<file path="src/rtl/efuse_ctrl.sv">
// eFuse macro sequencer. After reset it loads every fuse bit into a shadow
// register and raises efuse_done. It then serves single-bit read and program
// commands, and every program is followed by a verify read.
// Each access runs three phases: address setup, strobe, then a one-cycle hold.
module efuse_ctrl #(
  parameter int EFUSE_BITS = 128,
  parameter int SETUP_CYC  = 2,
  parameter int RD_STB_CYC = 4,
  parameter int PG_STB_CYC = 200,
  parameter int LOCK_BIT   = 127
) (
  input  logic                  clk,
  input  logic                  rst,
  input  logic                  cmd_vld,
  input  logic                  cmd_mode,
  input  logic [6:0]            cmd_addr,
  input  logic                  pgm_en,
  input  logic                  op_done_clr,
  input  logic                  efuse_rdata,
  output logic [6:0]            efuse_addr,
  output logic                  efuse_rden,
  output logic                  efuse_pgm,
  output logic [EFUSE_BITS-1:0] efuse_data,
  output logic                  efuse_done,
  output logic                  efuse_rd,
  output logic                  efuse_wr,
  output logic                  op_done,
  output logic                  prog_fail,
  output logic                  cmd_err
);

  typedef enum logic [3:0] {
    INIT_SETUP = 4'd0,  INIT_STB = 4'd1,  INIT_HOLD = 4'd2,  IDLE    = 4'd3,
    RD_SETUP   = 4'd4,  RD_STB   = 4'd5,  RD_HOLD   = 4'd6,
    PG_SETUP   = 4'd7,  PG_STB   = 4'd8,  PG_HOLD   = 4'd9,
    VF_SETUP   = 4'd10, VF_STB   = 4'd11, VF_HOLD   = 4'd12
  } state_t;

  state_t                state_r, state_s;
  logic [7:0]            cnt_r;
  logic [6:0]            addr_r;
  logic [EFUSE_BITS-1:0] data_r;
  logic                  samp_r, done_r, op_done_r, prog_fail_r, cmd_err_r;
  logic                  rden_r, pgm_r, rd_r, wr_r;
  logic                  setup_end_s, rd_end_s, pg_end_s, last_bit_s;
  logic                  accept_s, reject_s, busy_err_s, rd_sample_s;

  // Phase-end decodes; cnt_r restarts at zero on every state change.
  assign setup_end_s = (cnt_r == 8'(SETUP_CYC - 1));
  assign rd_end_s    = (cnt_r == 8'(RD_STB_CYC - 1));
  assign pg_end_s    = (cnt_r == 8'(PG_STB_CYC - 1));
  assign last_bit_s  = (addr_r == 7'(EFUSE_BITS - 1));
  assign rd_sample_s = (state_r inside {INIT_STB, RD_STB, VF_STB}) && rd_end_s;
  // Commands are only refused as busy once the auto-load has finished.
  assign busy_err_s  = cmd_vld && done_r && (state_r != IDLE);

  // State register.
  always_ff @(posedge clk) begin
    if (rst) state_r <= INIT_SETUP;
    else     state_r <= state_s;
  end

  // Next-state logic and command acceptance/rejection decode.
  always_comb begin
    state_s  = state_r;
    accept_s = 1'b0;
    reject_s = 1'b0;
    case (state_r)
      INIT_SETUP: if (setup_end_s) state_s = INIT_STB;  else state_s = state_r;
      INIT_STB:   if (rd_end_s)    state_s = INIT_HOLD; else state_s = state_r;
      INIT_HOLD:  if (last_bit_s)  state_s = IDLE;      else state_s = INIT_SETUP;
      IDLE: begin
        if (cmd_vld && done_r) begin
          if (!cmd_mode) begin
            state_s  = RD_SETUP;
            accept_s = 1'b1;
          end else if (pgm_en && !data_r[LOCK_BIT]) begin
            state_s  = PG_SETUP;
            accept_s = 1'b1;
          end else begin
            reject_s = 1'b1;
          end
        end else begin
          state_s = state_r;
        end
      end
      RD_SETUP: if (setup_end_s) state_s = RD_STB;   else state_s = state_r;
      RD_STB:   if (rd_end_s)    state_s = RD_HOLD;  else state_s = state_r;
      RD_HOLD:  state_s = IDLE;
      PG_SETUP: if (setup_end_s) state_s = PG_STB;   else state_s = state_r;
      PG_STB:   if (pg_end_s)    state_s = PG_HOLD;  else state_s = state_r;
      PG_HOLD:  state_s = VF_SETUP;
      VF_SETUP: if (setup_end_s) state_s = VF_STB;   else state_s = state_r;
      VF_STB:   if (rd_end_s)    state_s = VF_HOLD;  else state_s = state_r;
      VF_HOLD:  state_s = IDLE;
      default:  state_s = INIT_SETUP;
    endcase
  end

  // Phase counter, access address (doubles as the load index) and shadow data.
  always_ff @(posedge clk) begin
    if (rst) begin
      cnt_r  <= 8'd0;
      addr_r <= 7'd0;
      data_r <= '0;
      samp_r <= 1'b0;
    end else begin
      if (state_s != state_r) cnt_r <= 8'd0;
      else                    cnt_r <= cnt_r + 8'd1;
      if (accept_s)                                addr_r <= cmd_addr;
      else if ((state_r == INIT_HOLD) && !last_bit_s) addr_r <= addr_r + 7'd1;
      else                                         addr_r <= addr_r;
      if (rd_sample_s) begin
        data_r[addr_r] <= efuse_rdata;
        samp_r         <= efuse_rdata;
      end else begin
        samp_r         <= samp_r;
      end
    end
  end

  // Status flags; a completion beats a same-cycle op_done_clr.
  always_ff @(posedge clk) begin
    if (rst) begin
      done_r      <= 1'b0;
      op_done_r   <= 1'b0;
      prog_fail_r <= 1'b0;
      cmd_err_r   <= 1'b0;
    end else begin
      if ((state_r == INIT_HOLD) && last_bit_s) done_r <= 1'b1;
      else                                      done_r <= done_r;
      if ((state_r == RD_HOLD) || (state_r == VF_HOLD)) op_done_r <= 1'b1;
      else if (accept_s || op_done_clr)                 op_done_r <= 1'b0;
      else                                              op_done_r <= op_done_r;
      if (state_r == VF_HOLD) prog_fail_r <= prog_fail_r | ~samp_r;
      else if (accept_s)      prog_fail_r <= 1'b0;
      else                    prog_fail_r <= prog_fail_r;
      cmd_err_r <= reject_s || busy_err_s;
    end
  end

  // Strobes and busy flags registered from the next state so they line up with it.
  always_ff @(posedge clk) begin
    if (rst) begin
      rden_r <= 1'b0;
      pgm_r  <= 1'b0;
      rd_r   <= 1'b0;
      wr_r   <= 1'b0;
    end else begin
      rden_r <= state_s inside {INIT_STB, RD_STB, VF_STB};
      pgm_r  <= (state_s == PG_STB);
      rd_r   <= state_s inside {INIT_SETUP, INIT_STB, INIT_HOLD, RD_SETUP, RD_STB,
                                RD_HOLD, VF_SETUP, VF_STB, VF_HOLD};
      wr_r   <= state_s inside {PG_SETUP, PG_STB, PG_HOLD};
    end
  end

  assign efuse_addr = addr_r;
  assign efuse_rden = rden_r;
  assign efuse_pgm  = pgm_r;
  assign efuse_data = data_r;
  assign efuse_done = done_r;
  assign efuse_rd   = rd_r;
  assign efuse_wr   = wr_r;
  assign op_done    = op_done_r;
  assign prog_fail  = prog_fail_r;
  assign cmd_err    = cmd_err_r;

endmodule
</file>
<file path="config.mk">
export PLATFORM = sky130hd
export DESIGN_NAME = efuse_ctrl
export DESIGN_NICKNAME = d
export VERILOG_FILES = /design/src/rtl/efuse_ctrl.sv
export SDC_FILE = /design/constraint.sdc
export NUM_CORES = 1
export LEC_CHECK = 0
export CELL_PAD_IN_SITES_DETAIL_PLACEMENT = 1
export CELL_PAD_IN_SITES_GLOBAL_PLACEMENT = 1
export CORE_AREA = 2 2 141 143
export CTS_BUF_LIST = sky130_fd_sc_hd__clkbuf_4 sky130_fd_sc_hd__clkbuf_8 sky130_fd_sc_hd__clkbuf_16
export CTS_CLUSTER_DIAMETER = 60
export DETAILED_ROUTE_END_ITERATION = 10
export DIE_AREA = 0 0 143 145
export MAX_ROUTING_LAYER = met4
export PLACE_DENSITY = 0.79
export SETUP_SLACK_MARGIN = 0.1
export SLEW_MARGIN = 15
export SYNTH_ARGS = -nofsm -noshare
export SYNTH_HDL_FRONTEND = slang
export SYNTH_SLANG_ARGS = --single-unit
export TNS_END_PERCENT = 30
</file>
<file path="constraint.sdc">
create_clock -name clk -period 2.7 [get_ports clk]
set_input_delay 0.405 -clock clk [delete_from_list [all_inputs] [get_ports clk]]
set_output_delay 0.405 -clock clk [all_outputs]
set_load 0.005 [all_outputs]
</file>
# Word-level counts from Yosys, hierarchy flattened
# Cells that the tools add are included.
# classes
add_sub_neg	2
mul	0
n_div	0
order_cmp	2
eq_ne	29
shifts	0
mux	30
bitwise_logic	2
reduce_logical	23
# ops
cell	n
bitwise mux 128 bit	1
case mux 4 bit (12 select lines)	1
two-way mux 4 bit	11
== test 4 bit (second input constant)	10
== test 4 x 3 -> 1 bit (second input constant)	8
two-way mux 7 bit	2
two-way mux 1 bit	13
== test 4 x 2 -> 1 bit (second input constant)	3
nonzero test 3 bit	3
nonzero test 9 bit	1
adder 8 x 1 -> 8 bit (second input constant)	1
== test 4 x 1 -> 1 bit (second input constant)	2
== test 8 x 1 -> 1 bit (second input constant)	1
== test 8 x 2 -> 1 bit (second input constant)	1
== test 8 bit (second input constant)	1
logical NOT 4 bit	2
less-than comparator 7 x 8 -> 1 bit (second input constant)	1
adder 7 x 1 -> 7 bit (second input constant)	1
demux 1 bit (select 7 bit)	1
== test 7 bit (second input constant)	1
>= comparator 7 x 1 -> 1 bit (second input constant)	1
logical AND 1 bit	7
nonzero test 2 bit	3
!= test 4 x 2 -> 1 bit (second input constant)	1
other kinds (7)	11
# totals
register_bits	156
latch_bits	0
ram_bits	0
romBits	0
inputBits	14
output_inout_bits	143
wordCells	101
mem_count	0

# Longest topological paths before layout
# Gate-level depths: netlist of the first run.
# depth
word_depth	9
depth_mapped	9

# Worst setup path after synthesis of the first run
# No wires, ideal clock.
# synth_path
path_type	flip-flop to flip-flop
startpoint	register cnt_r[0]
endpoint	register data_r[0], in the netlist efuse_data[0]
setup_time_ps	132
arrival_ps	2269
t_required_ps	2568
path_slack_ps	299
stages_incl_launch_ff	9
n_path_buf	1
synth_period_minus_slack_ps	2401
path_cell_list	dfxtp_1 -> ha_1 -> or4b_4 -> a2111oi_4 -> nand2b_2 -> or3_1 -> clkbuf_1 -> o21ai_0 -> a21oi_1
# synth_between
elab_chain_cells	2
# synth_rtl
item	line	source
from (decl)	40	logic [7:0] cnt_r;
from (signal assigned)	109	else cnt_r <= cnt_r + 8'd1;
== test 8 x 2 -> 1 bit	50	assign rd_end_s = (cnt_r == 8'(RD_STB_CYC - 1));
logical AND 1 bit	53	assign rd_sample_s = (state_r inside {INIT_STB, RD_STB, VF_STB}) && rd_end_s;
to (signal, indexed assignment)	114	data_r[addr_r] <= efuse_rdata;
to (decl)	42	logic [EFUSE_BITS-1:0] data_r;
# Every way passes these cells.
# A chain may end at the register's enable or synchronous reset.

# Final worst setup path of the first run
# layout_path
startpoint	register cnt_r[1]
endpoint	register cnt_r[7]
# layout_between
elab_chain_cells	5
word_cells_on_any_way	15
classes_between	add/sub: 1; eq/ne: 4; mux: 9; reduce/logical: 1
# layout_rtl
item	line	source
== test 8 x 2 -> 1 bit, or another cell as far along	50	
two-way mux 4 bit, or another cell as far along	94	VF_STB: if (rd_end_s) state_s = VF_HOLD; else state_s = state_r;
case mux 4 bit (12 select lines)	68	case (state_r)
!= test 4 bit	108	if (state_s != state_r) cnt_r <= 8'd0;
OR reduction 2 bit (no source line)	--	
# Parallel ways exist; a longest one is shown, timed or not.

==> flow_summary.toml, run 1 <==
[critical_path]
crit_family = "simple AND/OR/NAND/NOR gates"
r2r-end = "cnt_r[7]"
worst_path_largest_cell_delay_ns = 0.54
path_max_fanout = 8
ff2ff_path_depth = 7
cp_slowest_cell = "or4b_4"
regToRegSetupSlack_ns = 0.19
worstSetupPathType = "reg -> reg"
end_kind = "flip-flop"
r2r_start = "cnt_r[1]"
critPathBufInv = 0
cp-start-kind = "flip-flop"
crit_chain = "ha_2, or4b_4, or3_2, nand4b_1, and4bb_2, o221ai_4, nor3_1"
critPathRequiredTime_ns = 3.05
cp.arrival_ns = 2.86

[routing]
drt_wl_total_mm = 26.2
via_count = 7129
drc = 0
routedWlPerCell_um = 20.5
firstDrtPassIters = 4
viasPerCell = 5.59
first_iter_violations = 550
ant_nets = 0

[yosys]
synthDistinctLibCells = 57
ys_ff_latch = 156
synth_warnings = 0
synth_ff_type = "dfxtp_1"
synthSimpleGateAreaFrac_pct = 24.2
synth-adder-area-share_pct = 0.554
synth_area_um2 = 6780
synth-edff-count = 0
syn_area_per_cell_um2 = 7.96
synth_top_family_by_area = "simple AND/OR/NAND/NOR gates"
async_flop_share_pct = 0
synthCells = 852
synth-xor-area-share_pct = 1.42
ys_seq_area_share_pct = 46.1
synthMuxAreaShare_pct = 0.443
synth_compound_area_share_pct = 21.8
syn_nets = 869

[worst_hold_path]
min_path_cells = 2
hold_path_end = "prog_fail"
worstHoldStart = "rst"
hold_class = "in -> reg"

[timing]
finalClockSkew_ns = 0.0106
worst_pin_slew_ns = 0.725
setup_viol = 0
period_share_pct = 93.0
tns_ns = 0
rsz0062_at_grt = "true"
fmax_mhz = 398
timing.slew.headroom_pct = 51.7
hold-worst-slack_ns = 0.381
fin_crit_ns = 2.51
hold_violations = 0
drv_slew = 0

[clock_tree]
cts_sinks = 156
clk_pin_slew_ns = 0.06
cts_htree_levels = 4
numCtsBuffers = 17
postCtsHoldBufs = 0
cts_buffer_depth = 2
cts_root_buf = "clkbuf_16"
clock_latency_ns = 0.43
tritoncts = "done"

[grt]
grt_start_max_net_pins = 85
gr-total-overflow = 0
grt_pass1_vias = 7134
met2_usage_pct = 40.4
met1_usage_pct = 33.6
grt_usage_pct = 25.5
use_met3_pct = 4.06
grt_pass1_wl_mm = 40.3
antenna_found_initial = 0
grt-busiest-layer = "met2"

[floorplanning]
die_area_um2 = 20700
fp-row-count = 51
floorplan.initialDensity_pct = 35.3
die_y_um = 145
fp.coreArea_um2 = 19200
die_w_um = 143
io_pins = 157

[power]
powerDensity_nw_per_um2 = 542
leakagePower_nw = 3.05
irDropWorstVdd_mv = 0.459

[placement]
gp_congestion = 0.864
placement.io_buffers = 156
hpwl_mm = 17.1
post-place-cells = 1243
place_area_um2 = 8790

[final_layout]
stdcell_area_um2 = 9420
drive_gt1_share_pct = 12.1
final_cells = 1275
mostFrequentLayoutCell = "dfxtp_1"
utilization_pct = 49.0
diodes = 0
layout.nets = 1017
final_cell_mix = "dfxtp_1, clkdlybuf4s50_1, a21oi_1, o21ai_0, nand3_1"
area_growth_pct = 38.9

[job]
drv_cap = 0

[run_status]
status = "completed"
state kept, by name, summed over array words and instances (netlist names):
register and count:
state_r 4, efuse_data 128, cmd_err 1, samp_r 1
op_done 1, efuse_pgm 1, efuse_done 1, cnt_r 8
efuse_addr 7, efuse_rden 1, prog_fail 1, efuse_wr 1
efuse_rd 1
cell type report:
type / count / area [µm²]
fillers: 2284 / 9790
multi-input cells: 607 / 3340
flip-flops and latches: 156 / 3120
repair buffers: 212 / 2030
clock buffers: 20 / 454
well taps: 265 / 332
clock inverters: 9 / 118
inverters: 6 / 22.5
synth_stat cells, types with 2 or more instances:
master	instances	area, µm²
inv_1	6	22.5
nor3_1	15	75.1
and3b_1	3	26.3
nand3b_1	2	15.0
xor2_1	5	43.8
a311oi_1	2	17.5
o21ai_0	117	586
and2_1	4	25.0
clkbuf_1	62	233
a21boi_0	2	15.0
xnor2_1	6	52.6
nand3_4	2	35.0
nand3_1	88	440
a211oi_1	6	45.0
nor3b_1	3	22.5
nand2_1	72	270
nand4b_1	3	26.3
buf_6	3	33.8
and3_2	3	22.5
a21oi_1	133	666
nor4_1	4	25.0
nand2b_1	6	37.5
nor3_2	2	20.0
and2_2	2	15.0
or2_2	3	18.8
ha_1	3	37.5
or3b_2	3	26.3
a31oi_1	3	18.8
dfxtp_1	156	3120
and3_1	3	18.8
buf_2	12	60.1
mux2i_1	3	30.0
buf_1	5	18.8
or3_1	4	25.0
a2111oi_1	2	20.0
or3_2	2	15.0
nand4_1	33	206
nor2_1	47	176
nor2b_1	4	25.0
worst reg2reg max path, delay by kind of cell (launching register included):
family	cells	cell delay [ns]
simple gates	5	1.69
flops	1	0.35
fa+ha+maj	1	0.21
compound gates	1	0.19
how the worst max path moves through the flow:
| stage | depth (start not counted) | slack [ns] | start | end |
|---|---|---|---|---|
| final | 7 | 0.19 | cnt_r[1] | cnt_r[7] |
| after global routing | 7 | 0.06 | cnt_r[0] | cnt_r[4] |
| after CTS | 7 | 0.10 | cnt_r[1] | efuse_data[63] |
| after detailed placement | 7 | 0.03 | cnt_r[1] | efuse_data[4] |
| after global placement | 7 | 0.17 | cnt_r[1] | efuse_data[0] |
| after floorplan | 8 | 0.30 | cnt_r[0] | efuse_data[0] |
stage by stage:
stage / total power, mW / worst slack (ns)
floorplan: 2.62 / 0.299
global placement: 2.74 / 0.166
detailed placement: 2.75 / 0.0347
CTS: 5.11 / 0.103
global route: 5.27 / 0.0616
finish: 5.11 / 0.188
where the power goes:
part / total [mW] / switching (mW) / internal (mW)
clock: 2.37 / 0.978 / 1.40
sequential: 2.35 / 0.0171 / 2.33
combinational: 0.388 / 0.244 / 0.145
total: 5.11 / 1.24 / 3.87
routing by layer:
metal  wire length, µm  vias up
met2             12700      232
met3              1250       34
met1             11800     3538
met5                 0        -
li1                  -     3325
met4               448        0
repair_timing:
| item | CTS | global route |
|---|---|---|
| resized for setup | 1 | 8 |
| buffers inserted | 0 | 3 |
| pin swaps | 0 | 3 |
| endpoints found under the setup margin | 6 | 121 |
logic make-up after synthesis:
family / after synthesis
multiplexers: 3
adder cells (fa/ha/maj): 3
flip-flops: 156
AO/OA/AOI/OAI: 275
buffers and inverters: 89
XOR/XNOR: 11
AND/OR/NAND/NOR: 315
No activity file was read; power rests on OpenSTA's default activity.
==> run 2, diff against run 1 <==
--- a/config.mk
+++ b/config.mk
@@ -8,7 +8,7 @@
 export CELL_PAD_IN_SITES_DETAIL_PLACEMENT = 1
 export CELL_PAD_IN_SITES_GLOBAL_PLACEMENT = 1
 export CORE_AREA = 2 2 141 143
-export CTS_BUF_LIST = sky130_fd_sc_hd__clkbuf_4 sky130_fd_sc_hd__clkbuf_8 sky130_fd_sc_hd__clkbuf_16
+export CTS_BUF_LIST = sky130_fd_sc_hd__clkbuf_16
 export CTS_CLUSTER_DIAMETER = 60
 export DETAILED_ROUTE_END_ITERATION = 10
 export DIE_AREA = 0 0 143 145
==> constraint.sdc (replaced) <==
create_clock -name clk -period 2.5 [get_ports clk]
set_input_delay 0.375 -clock clk [delete_from_list [all_inputs] [get_ports clk]]
set_output_delay 0.375 -clock clk [all_outputs]
set_load 0.005 [all_outputs]
==> run 2 against run 1 <==
Net effect:
- combinational power is 27% higher
- total power is 9.5% higher
- critical path depth stayed put
- sequential share of layout area is 0.49 points lower
- die area stayed put
- sequential power is 8% higher
- wire length is 1.9% higher
- via count is 0.70% higher
- global-route usage is 0.26 points higher
- critical path type unchanged
- critical endpoint is now efuse_data[2]
- largest cell class unchanged
==> flow_summary.toml, run 2 (synthesis gave the netlist of run 1 again) <==
[grt]
grt_pass1_wl_mm = 40.7
antenna_found_initial = 1
grt_pass1_vias = 7105
gr-total-overflow = 0
grt_start_max_net_pins = 146
grt_usage_pct = 25.8

[final_layout]
final_cell_mix = "dfxtp_1, clkdlybuf4s50_1, a21oi_1, o21ai_0, nand3_1"
layout.nets = 1026
area_growth_pct = 41.1
stdcell_area_um2 = 9570
largest_reg_flops = 128
n_fill_cell = 2224
diodes = 0
drive_gt1_share_pct = 13.9

[clock_tree]
tritoncts = "done"
cts_buffer_depth = 2
cts_htree_levels = 4
clock_latency_ns = 0.43
cts_sinks = 156
cts_root_buf = "clkbuf_16"
clk_pin_slew_ns = 0.07
numCtsBuffers = 17

[routing]
drc = 0
first_iter_violations = 597
via_count = 7179
viasPerCell = 5.58
drt_wl_total_mm = 26.6
ant_nets = 0
routedWlPerCell_um = 20.7
firstDrtPassIters = 5

[timing]
fmax_mhz = 422
finalClockSkew_ns = 0.0119
fin_crit_ns = 2.37
period_share_pct = 94.9
tns_ns = 0
setup_viol = 0
hold_violations = 0
drv_slew = 0
hold-worst-slack_ns = 0.298
setup_ws_ns = 0.129
timing.slew.headroom_pct = 36.1
worst_pin_slew_ns = 0.955
rsz0062_at_grt = "true"

[critical_path]
path_max_fanout = 8
worstSetupPathType = "reg -> reg"
cp_slowest_cell = "or4b_4"
end_kind = "flip-flop"
critPathBufInv = 0
critPathRequiredTime_ns = 2.78
cp-start-kind = "flip-flop"
r2r_start = "cnt_r[0]"
ff2ff_path_depth = 7
regToRegSetupSlack_ns = 0.13
cp.arrival_ns = 2.65
crit_family = "simple AND/OR/NAND/NOR gates"
worst_path_largest_cell_delay_ns = 0.53
crit_chain = "ha_2, or4b_4, a2111oi_4, nand2b_4, or3_4, o21ai_0, a21oi_1"
r2r-end = "efuse_data[2]"

[placement]
place_area_um2 = 8830
post-place-ws_ns = -0.0167
placement.io_buffers = 156
hpwl_mm = 16.9
gp_congestion = 0.917

[floorplanning]
fp.coreArea_um2 = 19200
die_area_um2 = 20700
die_w_um = 143
io_pins = 157
floorplan.initialDensity_pct = 35.3
fp-row-count = 51
die_y_um = 145

[power]
leakagePower_nw = 3.11
irDropWorstVdd_mv = 0.503
powerDensity_nw_per_um2 = 585

[worst_hold_path]
hold_path_end = "efuse_pgm"
worstHoldStart = "rst"
min_path_cells = 4
hold_class = "in -> reg"

[run_status]
status = "completed"

[job]
drv_cap = 0
==> run 2: power by group <==
part | switching, mW | internal (mW)
sequential | 0.0150 | 2.52
clock | 1.11 | 1.47
combinational | 0.300 | 0.191
==> run 2: worst max-delay path by stage <==
| stage | start | to | slack, ns | cells after the start |
|---|---|---|---|---|
| global route | cnt_r[1] | efuse_data[2] | 0.03 | 7 |
| floorplan | cnt_r[0] | efuse_data[0] | 0.10 | 8 |
| global placement | cnt_r[0] | efuse_data[6] | 0.04 | 7 |
| detailed placement | cnt_r[0] | efuse_data[6] | -0.02 | 7 |
| CTS | cnt_r[1] | efuse_data[26] | 0.09 | 7 |
| finish | cnt_r[0] | efuse_data[2] | 0.13 | 7 |
==> run 2: tightest hold or removal path, cell delays in order <==
cell and delay [ns]:
buf_4 0.10, inv_1 0.10, nand2_1 0.08, nor2_1 0.04
==> run 2: final cells by class <==
cell class / instances / area [µm²] / share of cell area [%]
sequential: 156 / 3130 / 32.7
inverter: 6 / 22.5 / 0.235
tap: 265 / 332 / 3.47
clock buffer: 17 / 425 / 4.45
timing repair buffer: 221 / 2100 / 21.9
multi-input combinational: 607 / 3420 / 35.7
clock inverter: 15 / 146 / 1.53
==> run 2: stage by stage <==
| step | total power [mW] | util, % | instances |
|---|---|---|---|
| floorplan | 2.83 | - | 852 |
| finish | 5.59 | 49.8 | 1287 |
| detailed placement | 3.00 | 46.0 | 1249 |
| global placement | 2.99 | 46.0 | 1249 |
| global route | 5.77 | 49.8 | 1287 |
| CTS | 5.57 | 49.3 | 1283 |
==> run 2: repair_timing <==
action,4_1_cts,5_1_grt
hold endpoints to repair,0,0
hold buffers,0,0
pin swaps,2,6
buffers inserted,2,4
endpoints found under the setup margin,81,125
resized for setup,14,37
==> run 2: metal layers <==
metal	track usage [%]	vias to the layer above	share of wire, %
met5	-	-	0
li1	-	3346	-
met1	34.2	3560	45
met4	6.93	0	1.5
met3	4.13	31	5.2
met2	41.0	242	49
==> run 3, diff against run 2 <==
==> constraint.sdc (replaced) <==
create_clock -name clk -period 2.5 [get_ports clk]
set_input_delay 0.375 -clock clk [delete_from_list [all_inputs] [get_ports clk]]
set_output_delay 0.375 -clock clk [all_outputs]
set_load 0.05 [all_outputs]
==> run 3 against run 2 <==
Net effect:
- critical endpoint is now efuse_data[1]
- register-to-register slack worse by 0.04 ns
- non-clock buffer count is 3 higher
- worst hold slack got worse by 0.029 ns
- via count grew 1.1%
- final area up 0.65%
- sequential share of layout area is 0.21 points lower
- clock power rose by 4%
- combinational power hardly changed
==> flow_summary.toml, run 3 (synthesis gave the netlist of run 1 again) <==
[floorplanning]
floorplan.initialDensity_pct = 35.3
die_y_um = 145
fp-row-count = 51
die_area_um2 = 20700
fp.coreArea_um2 = 19200
io_pins = 157
die_w_um = 143

[critical_path]
worst_path_largest_cell_delay_ns = 0.53
worstSetupPathType = "reg -> reg"
regToRegSetupSlack_ns = 0.09
end_kind = "flip-flop"
cp.arrival_ns = 2.70
path_max_fanout = 8
critPathRequiredTime_ns = 2.79
crit_chain = "ha_4, or4b_4, a2111oi_4, buf_4, nand2b_4, or3_4, o21ai_1, a21oi_1"
ff2ff_path_depth = 8
r2r_start = "cnt_r[1]"
cp-start-kind = "flip-flop"
cp_slowest_cell = "or4b_4"
r2r-end = "efuse_data[1]"

[worst_hold_path]
min_path_cells = 2
worstHoldStart = "rst"
hold_path_end = "efuse_wr"
hold_class = "in -> reg"

[routing]
firstDrtPassIters = 5
first_iter_violations = 500
dr_wl_met3_mm = 1.49
via_count = 7257
wl_met2_mm = 12.9
top_layer = "met4"
met1_length_mm = 11.7
drt_wl_total_mm = 26.5
viasPerCell = 5.63
routedWlPerCell_um = 20.6
ant_nets = 0
drc = 0

[job]
drv_cap = 0

[final_layout]
area_growth_pct = 42.0
final_cell_mix = "dfxtp_1, clkdlybuf4s50_1, a21oi_1, nand3_1, o21ai_0"
layout.nets = 1029
diodes = 0
largest_reg_flops = 128
n_fill_cell = 2266
mostFrequentLayoutCell = "dfxtp_1"
drive_gt1_share_pct = 14.7
final_cells = 1289

[timing]
timing.slew.headroom_pct = 43.4
drv_slew = 0
period_share_pct = 96.3
fin_crit_ns = 2.41
finalClockSkew_ns = 0.00732
tns_ns = 0
fmax_mhz = 415
setup_viol = 0
rsz0062_at_grt = "true"
hold_violations = 0
worst_pin_slew_ns = 0.849

[grt]
grt_start_max_net_pins = 133
grt_usage_pct = 26.0
gr-total-overflow = 0
antenna_found_initial = 0
grt_pass1_wl_mm = 40.8
grt_pass1_vias = 7233

[clock_tree]
tritoncts = "done"
cts_buffer_depth = 2
cts_root_buf = "clkbuf_16"
clk_pin_slew_ns = 0.06
cts_sinks = 156
clock_latency_ns = 0.43
cts_htree_levels = 4
postCtsHoldBufs = 0
numCtsBuffers = 17

[power]
irDropWorstVdd_mv = 0.472
powerDensity_nw_per_um2 = 590
leakagePower_nw = 3.16
p_total_mw = 5.68

[run_status]
status = "completed"

[placement]
hpwl_mm = 17.2
post-place-cells = 1253
placement.io_buffers = 156
gp_congestion = 0.911
[run 3: worst max path at each step]
stage | from | to | slack, ns | cells past startpoint
2_1_floorplan | cnt_r[0] | efuse_data[0] | 0.10 | 8
3_3_place_gp | cnt_r[0] | efuse_data[0] | 0.04 | 7
3_5_place_dp | cnt_r[0] | efuse_data[1] | -0.06 | 7
4_1_cts | cnt_r[0] | efuse_data[1] | 0.07 | 7
5_1_grt | cnt_r[1] | cnt_r[3] | -0.006 | 8
6_report | cnt_r[1] | efuse_data[1] | 0.09 | 8
[run 3: metal layers]
layer,up-vias,global-route usage (%)
li1,3364,-
met1,3620,33.1
met2,244,42.2
met3,29,5.21
met4,0,6.88
met5,-,-
[run 3: stage by stage]
stage                     hold slack, ns  utilization [%]  cell area, µm²  setup slack (ns)
after detailed placement           0.449             46.1            8860           -0.0649
after global placement             0.444             46.1            8860            0.0445
after CTS                          0.260             49.5            9500            0.0673
final                              0.269             50.1            9630            0.0914
after floorplan                    0.464                -            6780             0.103
after global routing               0.265             50.1            9630          -0.00568
[run 3: power by group]
group          internal, mW  switching (mW)  total (mW)
clock                  1.57            1.09        2.66
combinational         0.181           0.310       0.491
sequential             2.52          0.0188        2.53
total                  4.26            1.42        5.68
[run 3: critical path: cells and delay by family (launching register included)]
family | cells | cell delay, ns
AND/OR/NAND/NOR | 3 | 1.01
AO/OA/AOI/OAI | 3 | 0.57
flip-flops | 1 | 0.35
buffers and inverters | 1 | 0.19
adder cells (fa/ha/maj) | 1 | 0.14
[run 3: area by class of cell]
type,count,area [µm²],area share (%)
multi-input combinational,607,3420,35.5
timing repair buffer,224,2130,22.2
inverter,6,22.5,0.234
clock inverter,14,168,1.74
clock buffer,17,425,4.42
sequential,156,3130,32.5
tap,265,332,3.44
[run 3: timing repair]
item	4_1_cts	5_1_grt
setup buffers	1	4
resized for setup	15	56
endpoints found under the setup margin	80	138
gates cloned	0	0
pin swaps	2	3
